## config.mk

```make
export PLATFORM = sky130hd
export DESIGN_NAME = ball_renderer_flat
export DESIGN_NICKNAME = d
export VERILOG_FILES = /design/src/rtl/ball_renderer_if.sv /design/src/rtl/ball_renderer.sv /design/src/flat_wrapper.sv
export SDC_FILE = /design/constraint.sdc
export NUM_CORES = 1
export LEC_CHECK = 0
export BUFFER_PORTS_ARGS = -buffer_cell sky130_fd_sc_hd__buf_2
export CORE_MARGIN = 5
export CORE_UTILIZATION = 60
export DETAILED_ROUTE_END_ITERATION = 8
export MAX_ROUTING_LAYER = met4
export PLACE_DENSITY_LB_ADDON = 0.1
export SYNTH_ARGS = -nofsm -noshare
export SYNTH_HDL_FRONTEND = slang
export SYNTH_SLANG_ARGS = --single-unit
```

## constraint.sdc

```tcl
create_clock -name clk -period 3.5 [get_ports clk]
set_input_delay 0.525 -clock clk [delete_from_list [all_inputs] [get_ports clk]]
set_output_delay 0.525 -clock clk [all_outputs]
set_load 0.005 [all_outputs]
```

## src/rtl/ball_renderer_if.sv

```systemverilog
// Purpose: pixel-stage bundle between the VGA counter generator and the ball renderer.
// Latency: none, wires only.
// Backpressure: none; one pixel per clock, the renderer is always ready.
interface ball_renderer_if;
    logic [9:0] CounterX;
    logic [8:0] CounterY;
    logic       inDisplayArea;
    logic       pause;
    logic       vga_R;
    logic       vga_G;
    logic       vga_B;

    // Counter generator side: drives the raster position, receives the pixel colour.
    modport master (
        output CounterX,
        output CounterY,
        output inDisplayArea,
        output pause,
        input  vga_R,
        input  vga_G,
        input  vga_B
    );

    // Renderer side: consumes the raster position, drives the pixel colour.
    modport slave (
        input  CounterX,
        input  CounterY,
        input  inDisplayArea,
        input  pause,
        output vga_R,
        output vga_G,
        output vga_B
    );
endinterface

```

## src/rtl/ball_renderer.sv

```systemverilog
// Purpose: draws a 1-pixel white border plus a bouncing square ball that recolours on every bounce.
// Latency: 1 clock from CounterX/CounterY/inDisplayArea to vga_R/G/B.
// Backpressure: none; always ready, one pixel per clock.
module ball_renderer #(
    parameter int BALL_SIZE = 16,
    parameter int STEP      = 2,
    parameter int INIT_X    = 320,
    parameter int INIT_Y    = 240
) (
    input  logic            clk,
    input  logic            reset,
    ball_renderer_if.slave  vga
);

    // Travel limits for the top-left corner; all position maths is done in
    // 11 bits so a step past the right/bottom edge can never wrap.
    localparam logic [10:0] XMAX   = 11'(640 - BALL_SIZE);
    localparam logic [10:0] YMAX   = 11'(480 - BALL_SIZE);
    localparam logic [10:0] STEP11 = 11'(STEP);
    localparam logic [10:0] SIZE11 = 11'(BALL_SIZE);

    localparam logic [9:0]  LAST_X     = 10'd767;
    localparam logic [8:0]  LAST_VIS_Y = 9'd479;
    localparam logic [9:0]  RIGHT_X    = 10'd639;

    // Ball state.
    logic [9:0] ballX;
    logic [8:0] ballY;
    logic       dx;
    logic       dy;
    logic [2:0] colour;

    // Next-state candidates, committed only on an unpaused frame tick.
    logic [9:0] nextX;
    logic [8:0] nextY;
    logic       nextDx;
    logic       nextDy;
    logic [2:0] nextColour;
    logic       bounceX;
    logic       bounceY;

    logic        frameTick;
    logic [10:0] sumX;
    logic [10:0] sumY;
    logic [10:0] curX;
    logic [10:0] curY;
    logic [10:0] ballX11;
    logic [10:0] ballY11;

    logic       ballHit;
    logic       border;
    logic [2:0] pixel;
    logic [2:0] rgbQ;

    // The tick sits at the end of the last visible line, so every position
    // change lands in blanking and the ball never tears within a frame.
    assign frameTick = (vga.CounterX == LAST_X) && (vga.CounterY == LAST_VIS_Y);

    assign ballX11 = {1'b0, ballX};
    assign ballY11 = {2'b0, ballY};
    assign sumX    = ballX11 + STEP11;
    assign sumY    = ballY11 + STEP11;
    assign curX    = {1'b0, vga.CounterX};
    assign curY    = {2'b0, vga.CounterY};

    // Horizontal motion: clamp to the wall and reverse when the next step would reach it.
    always_comb begin
        nextX   = ballX;
        nextDx  = dx;
        bounceX = 1'b0;
        if (dx) begin
            if (sumX >= XMAX) begin
                nextX   = XMAX[9:0];
                nextDx  = 1'b0;
                bounceX = 1'b1;
            end else begin
                nextX = sumX[9:0];
            end
        end else begin
            if (ballX11 <= STEP11) begin
                nextX   = 10'd0;
                nextDx  = 1'b1;
                bounceX = 1'b1;
            end else begin
                nextX = ballX - STEP11[9:0];
            end
        end
    end

    // Vertical motion: same rule as horizontal, against the top/bottom walls.
    always_comb begin
        nextY   = ballY;
        nextDy  = dy;
        bounceY = 1'b0;
        if (dy) begin
            if (sumY >= YMAX) begin
                nextY   = YMAX[8:0];
                nextDy  = 1'b0;
                bounceY = 1'b1;
            end else begin
                nextY = sumY[8:0];
            end
        end else begin
            if (ballY11 <= STEP11) begin
                nextY   = 9'd0;
                nextDy  = 1'b1;
                bounceY = 1'b1;
            end else begin
                nextY = ballY - STEP11[8:0];
            end
        end
    end

    // Colour steps once per bouncing tick (a corner counts once) and skips black.
    always_comb begin
        nextColour = colour;
        if (bounceX || bounceY) begin
            if (colour == 3'b111) begin
                nextColour = 3'b001;
            end else begin
                nextColour = colour + 3'd1;
            end
        end
    end

    // Pixel colour for the current raster position: blanking, then ball, then border.
    always_comb begin
        ballHit = (curX >= ballX11) && (curX < ballX11 + SIZE11) &&
                  (curY >= ballY11) && (curY < ballY11 + SIZE11);
        border  = (vga.CounterX == 10'd0) || (vga.CounterX == RIGHT_X) ||
                  (vga.CounterY == 9'd0)  || (vga.CounterY == LAST_VIS_Y);
        pixel   = 3'b000;
        if (!vga.inDisplayArea) begin
            pixel = 3'b000;
        end else if (ballHit) begin
            pixel = colour;
        end else if (border) begin
            pixel = 3'b111;
        end
    end

    // Ball state advances only on an unpaused frame tick; pixel output is registered every clock.
    always_ff @(posedge clk) begin
        if (reset) begin
            ballX  <= 10'(INIT_X);
            ballY  <= 9'(INIT_Y);
            dx     <= 1'b1;
            dy     <= 1'b1;
            colour <= 3'b100;
            rgbQ   <= 3'b000;
        end else begin
            if (frameTick && !vga.pause) begin
                ballX  <= nextX;
                ballY  <= nextY;
                dx     <= nextDx;
                dy     <= nextDy;
                colour <= nextColour;
            end
            rgbQ <= pixel;
        end
    end

    assign vga.vga_R = rgbQ[2];
    assign vga.vga_G = rgbQ[1];
    assign vga.vga_B = rgbQ[0];

endmodule

```

## src/flat_wrapper.sv

```systemverilog
// flat-port wrapper written by rule: the top's interface ports become plain ports
module ball_renderer_flat 
#(
    parameter int BALL_SIZE = 16,
    parameter int STEP      = 2,
    parameter int INIT_X    = 320,
    parameter int INIT_Y    = 240
)
  (clk, reset, vga_CounterX, vga_CounterY, vga_inDisplayArea, vga_pause, vga_vga_R, vga_vga_G, vga_vga_B);
  ball_renderer_if vga_i ();
  input  logic clk;
  input  logic reset;
  input wire logic [$bits(vga_i.CounterX)-1:0] vga_CounterX;
  input wire logic [$bits(vga_i.CounterY)-1:0] vga_CounterY;
  input wire logic [$bits(vga_i.inDisplayArea)-1:0] vga_inDisplayArea;
  input wire logic [$bits(vga_i.pause)-1:0] vga_pause;
  output wire logic [$bits(vga_i.vga_R)-1:0] vga_vga_R;
  output wire logic [$bits(vga_i.vga_G)-1:0] vga_vga_G;
  output wire logic [$bits(vga_i.vga_B)-1:0] vga_vga_B;
  assign vga_i.CounterX = vga_CounterX;
  assign vga_i.CounterY = vga_CounterY;
  assign vga_i.inDisplayArea = vga_inDisplayArea;
  assign vga_i.pause = vga_pause;
  assign vga_vga_R = vga_i.vga_R;
  assign vga_vga_G = vga_i.vga_G;
  assign vga_vga_B = vga_i.vga_B;
  ball_renderer #(.BALL_SIZE(BALL_SIZE), .STEP(STEP), .INIT_X(INIT_X), .INIT_Y(INIT_Y)) u_core (.clk(clk), .reset(reset), .vga(vga_i));
endmodule
```

==> Word-level counts from Yosys, hierarchy flattened <==
Index checks and enable logic that the tools add are counted.
{ "totals": {"register_bits": 27, "latch_bits": 0, "mem_bits_rw": 0, "mem_bits_ro": 0, "in_bits": 23, "out_inout_bits": 3, "wordCells": 59, "n_memories": 0} }
{ "op_classes": {"add_sub_neg": 7, "n_mul": 0, "div": 0, "order_cmp": 8, "n_eq_ne": 4, "shift": 0, "n_mux": 19, "n_bitwise": 1, "n_reduce_logical": 14} }
{ "ops": {"columns": ["cell", "n"], "rows": [
  ["two-way mux 10 bit", 3],
  ["two-way mux 9 bit", 3],
  ["equality test 10 bit (second input constant)", 2],
  ["adder 10 x 2 -> 11 bit (second input constant)", 1],
  ["adder 10 x 5 -> 11 bit (second input constant)", 1],
  [">= comparator 11 x 10 -> 1 bit (second input constant)", 1],
  [">= comparator 11 x 9 -> 1 bit (second input constant)", 1],
  ["less-than comparator 10 x 11 -> 1 bit", 1],
  ["less-than comparator 9 x 11 -> 1 bit", 1],
  ["adder 9 x 2 -> 10 bit (second input constant)", 1],
  ["adder 9 x 5 -> 10 bit (second input constant)", 1],
  [">= comparator 10 bit", 1],
  ["less-or-equal comparator 10 x 2 -> 1 bit (second input constant)", 1],
  ["zero test 10 bit", 1],
  ["two-way mux 1 bit", 10],
  ["subtractor 10 x 2 -> 10 bit (second input constant)", 1],
  ["equality test 9 bit (second input constant)", 1],
  [">= comparator 9 bit", 1],
  ["less-or-equal comparator 9 x 2 -> 1 bit (second input constant)", 1],
  ["zero test 9 bit", 1],
  ["two-way mux 3 bit", 3],
  ["subtractor 9 x 2 -> 9 bit (second input constant)", 1],
  ["logical AND 1 bit", 5],
  ["logical OR 1 bit", 4],
  ["6 further kinds", 6]
]} }

==> Logic depth before layout (Yosys ltp) <==
{ "depth": {"word_depth": 6, "ltp_mapped": 11, "ltp_nobuf": 10} }

==> Least setup slack after synthesis <==
No wires, ideal clock.
{ "synth_timing": {"path_type": "register to register", "startpoint": "register u_core.ballX[2]", "endpoint": "register u_core.dx", "arrival_time_ns": 2.018, "setup_slack_ns": 1.360, "stages_incl_launch_ff": 8, "n_path_buf": 0, "cell_sequence": "dfxtp_1 -> ha_1 -> nand2_1 -> or4_4 -> and2_4 -> a21o_4 -> a21bo_4 -> a221o_1"} }
{ "synth_between": {"elab_chain_cells": 4} }
{ "synth_lines": {"columns": ["element", "line_no", "source"], "rows": [
  ["start, declared", "ball_renderer.sv:27", "logic [9:0] ballX;"],
  ["start signal, assigned", "ball_renderer.sv:145", "ballX <= 10'(INIT_X);"],
  ["start signal, assigned", "ball_renderer.sv:153", "ballX <= nextX;"],
  ["adder 10 x 2 -> 11 bit", "ball_renderer.sv:61", "assign sumX = ballX11 + STEP11;"],
  [">= comparator 11 x 10 -> 1 bit", "ball_renderer.sv:72", "if (sumX >= XMAX) begin"],
  ["two-way mux 1 bit", "ball_renderer.sv:72", null],
  ["two-way mux 1 bit (*)", "ball_renderer.sv:71", "if (dx) begin"],
  ["end signal, assigned", "ball_renderer.sv:155", "dx <= nextDx;"],
  ["end, declared", "ball_renderer.sv:29", "logic dx;"]
]} }
Mark *: on every way between the ends. The rest lies on a longest branch, timed or not.
A chain may end at the register's enable or synchronous reset.

==> Worst setup path in the final report <==
{ "layout_timing": {"startpoint": "register u_core.ballX[1]", "endpoint": "register u_core.dx"} }
Same word-level chain as after synthesis.

==> summary.md <==
| Metric | Value |
|---|---|
| DIE WIDTH | 78.8 um |
| Critical R2R Capture | u_core.dx |
| Synth async-reset ratio | 0% |
| Row count | 25 |
| ANT cells | 0 |
| Fmax | 0.393 GHz |
| Yosys top cell area share | 17.6% |
| Post-CTS Setup Inserts | 0 |
| Post-synth top area cell | dfxtp_1 |
| Antenna violations before repair | 0 |
| Worst-Skew Late Latency | 0.27 ns |
| Final core occ | 64.3% |
| Dpl ws | 0.986 ns |
| Power Density | 188 nW/um2 |
| Ys flop type | dfxtp_1 |
| First-pass GRT wire length | 12400 um |
| Status | completed |
| Critical path buffers and inverters | 0 |
| GRT overflow | 0 |
| Synth area leaders | dfxtp_1 (18%), ha_1 (18%), a21oi_1 (5.1%) |
| CP top delay family | simple AND/OR/NAND/NOR gates |
| Leak pwr | 1.21 nW |
| Data arrival, critical path | 2.71 ns |
| # IOs | 26 |
| Setup ws final | 0.956 ns |
| Count of final setup violators | 0 |
| Die area | 6210 um2 |
| Syn Inst Count | 366 |
| CP Max Fanout | 10 |
| Port Buf Inserts | 25 |
| Core ar. | 4660 um2 |
| Post-DP HPWL | 5740 um |
| Type of origin of the critical path | flop |
| Mean Syn Cell Area | 7.77 um2 |
| Total Neg Setup Slack | 0 ns |
| Initial Utilization | 61.0% |
| Detailed Routing Iterations Pass 1 | 4 |
| Syn_nets | 429 |
| Final Hold Fails | 0 |
| Cts hold-fix bufs | 0 |
| Power Total | 564 uW |
| Drt total wl | 7330 um |
| Hold Path Stages | 2 |
| Reg area | 500 um2 |
| Gp weighted congestion | 0.977 |
| Critical-path cell list | ha_1, nand2_1, or4_4, and2_4, a21o_4, a21bo_4, a221o_1 |
| Number of global-route vias before repair | 2637 |
| Clock skew | 0.00687 ns |
| DR vias | 2749 |
| Max_cap viols | 0 |
| Routed len/inst | 17.0 um |
| Yosys warning total | 0 |
| DRT antenna net count | 0 |
| Worst hold endpoint | u_core.rgbQ[1] |
| Slew @ Worst Pin | 0.484 ns |
| Reg2Reg Depth | 7 |
| Fill cells | 444 |
| H-tree levels | 1 |
| Largest net degree at the start of global routing | 19 |
| Critical path's largest stage delay | 0.58 ns |
| Critical path type | flop to flop |
| Synth unique cells | 61 |
| Worst-path clk slew | 0.09 ns |
| Placed Area | 2950 um2 |
| Post-synth top cells | ha_1 (40), a21oi_1 (29), dfxtp_1 (25), inv_1 (23), nand3_1 (21) |
| Worst VDD drop | 0.148 mV |
| Clock buffer depth | 2 |
| Crit share post-route | 72.7% |
| EDFF count, synth | 0 |
| CTS tree | yes |
| Synthesized area | 2840 um2 |
| Placed insts | 427 |
| Total track usage | 25.0% |
| # resized after CTS | 0 |
| Initial DRC Count | 200 |
| Clk sinks | 25 |
| Nets | 441 |
| Final Hold Slack | 0.495 ns |
| Crit path time final | 2.54 ns |
| Synthesis-stage register bit count | 25 |
| Hold wc startpoint | u_core.colour[1] |
| Area growth syn-to-layout | 5.37% |
| Final slew viol count | 0 |
| Hold crit path type | flop to flop |
| Residual DRC | 0 |
| Final Non-Filler Cells | 431 |
| R2R Setup Slk | 0.96 ns |
| Final non-filler cell area | 3000 um2 |
| Slowest cell on the critical path | dfxtp_1 |
| Rel. slew slack | 67.7% |
| Multi-input combinational cell area | 2160 um2 |
| Via density | 6.38 |
| CTS Root Cell | clkbuf_8 |
| Die Y-Extent | 78.8 um |
| Seq/Total Area, Yosys | 17.6% |
| Reg2reg start | u_core.ballX[1] |
| CP endpoint kind | flop |
| CTS buffer count | 3 |
| Critical Path RT | 3.67 ns |
| Layout cells sized above 1 | 11.9% |
| Unrepaired setup endpoints after global routing | no |
| Count leader, synth | ha_1 |
-- logic make-up after synthesis --
| kind of cell | count (synthesis) | share of synthesized area (%) |
|---|---|---|
| adders and majority gates | 40 | 17.6 |
| buffers and inverters | 43 | 6.56 |
| muxes | 5 | 1.76 |
| AOI/OAI and AO/OA | 117 | 28.3 |
| DFF | 25 | 17.6 |
| and+or+nand+nor | 121 | 23.6 |
| xor gates and xnor gates | 15 | 4.62 |
-- worst max-delay path by stage --
| stage | from | end | slack [ns] | depth (start not counted) |
|---|---|---|---|---|
| global route | u_core.ballY[4] | u_core.rgbQ[2] | 0.66 | 8 |
| detailed placement | u_core.ballY[4] | u_core.rgbQ[2] | 0.99 | 8 |
| finish | u_core.ballX[1] | u_core.dx | 0.96 | 7 |
| floorplan | u_core.ballX[2] | u_core.dx | 1.36 | 7 |
| CTS | u_core.ballX[4] | u_core.rgbQ[2] | 0.97 | 9 |
| global placement | u_core.ballY[4] | u_core.rgbQ[0] | 0.99 | 8 |
-- registers in the layout, summed over array words and instances, names as in the netlist --
register	count
u_core.dy	1
u_core.dx	1
u_core.rgbQ	3
u_core.ballY	8
u_core.colour	3
u_core.ballX	9
-- report_power, final --
part           leakage (nW)  internal (mW)  switching [mW]
logic                 0.987         0.0422          0.0526
clock network        0.0228         0.0816          0.0945
registers             0.202          0.288         0.00541
total                  1.21          0.411           0.152
-- layout make-up --
cell class | instances | share of cell area [%]
inverter | 23 | 2.88
clock buffer | 4 | 1.50
sequential | 25 | 16.7
timing repair buffer | 27 | 4.68
tap | 54 | 2.26
multi-input combinational | 298 | 72.0
-- metal layers --
layer / share of wire (%) / global-route usage (%) / vias up / wire length (um)
met2: 50 / 42.6 / 42 / 3690
met3: 2.5 / 2.95 / 10 / 182
met5: 0 / - / - / 0
li1: - / - / 1412 / -
met1: 46 / 31.9 / 1285 / 3350
met4: 1.4 / 5.67 / 0 / 105
-- cells in the final DEF, fill, tap and decap left out, types with 3 or more instances in the layout --
master,netlist,layout
nor4_1,6,6
o31ai_1,3,3
inv_1,23,23
o211ai_1,8,8
o221ai_1,3,3
or3_1,4,4
and3_1,6,6
o21ai_0,18,18
ha_1,40,40
o22ai_1,3,3
nand4_1,10,10
nor2b_1,7,7
o21a_1,6,6
a21boi_0,3,3
o32ai_1,3,3
buf_2,11,25
nand2_1,20,20
dfxtp_1,25,25
and4_1,3,3
a211o_1,3,3
a211oi_1,10,10
clkbuf_8,0,3
mux2i_1,5,5
nor2_1,15,15
xnor2_1,15,15
a31oi_1,8,8
nand3_1,21,21
a21oi_1,29,29
nor3_1,14,14
-- worst min-delay path: stages (launching register included) --
cell and delay [ns]:
dfxtp_1 0.34, nand2_1 0.06, mux2i_1 0.05
Note: power is estimated with default switching activity, not from simulation.
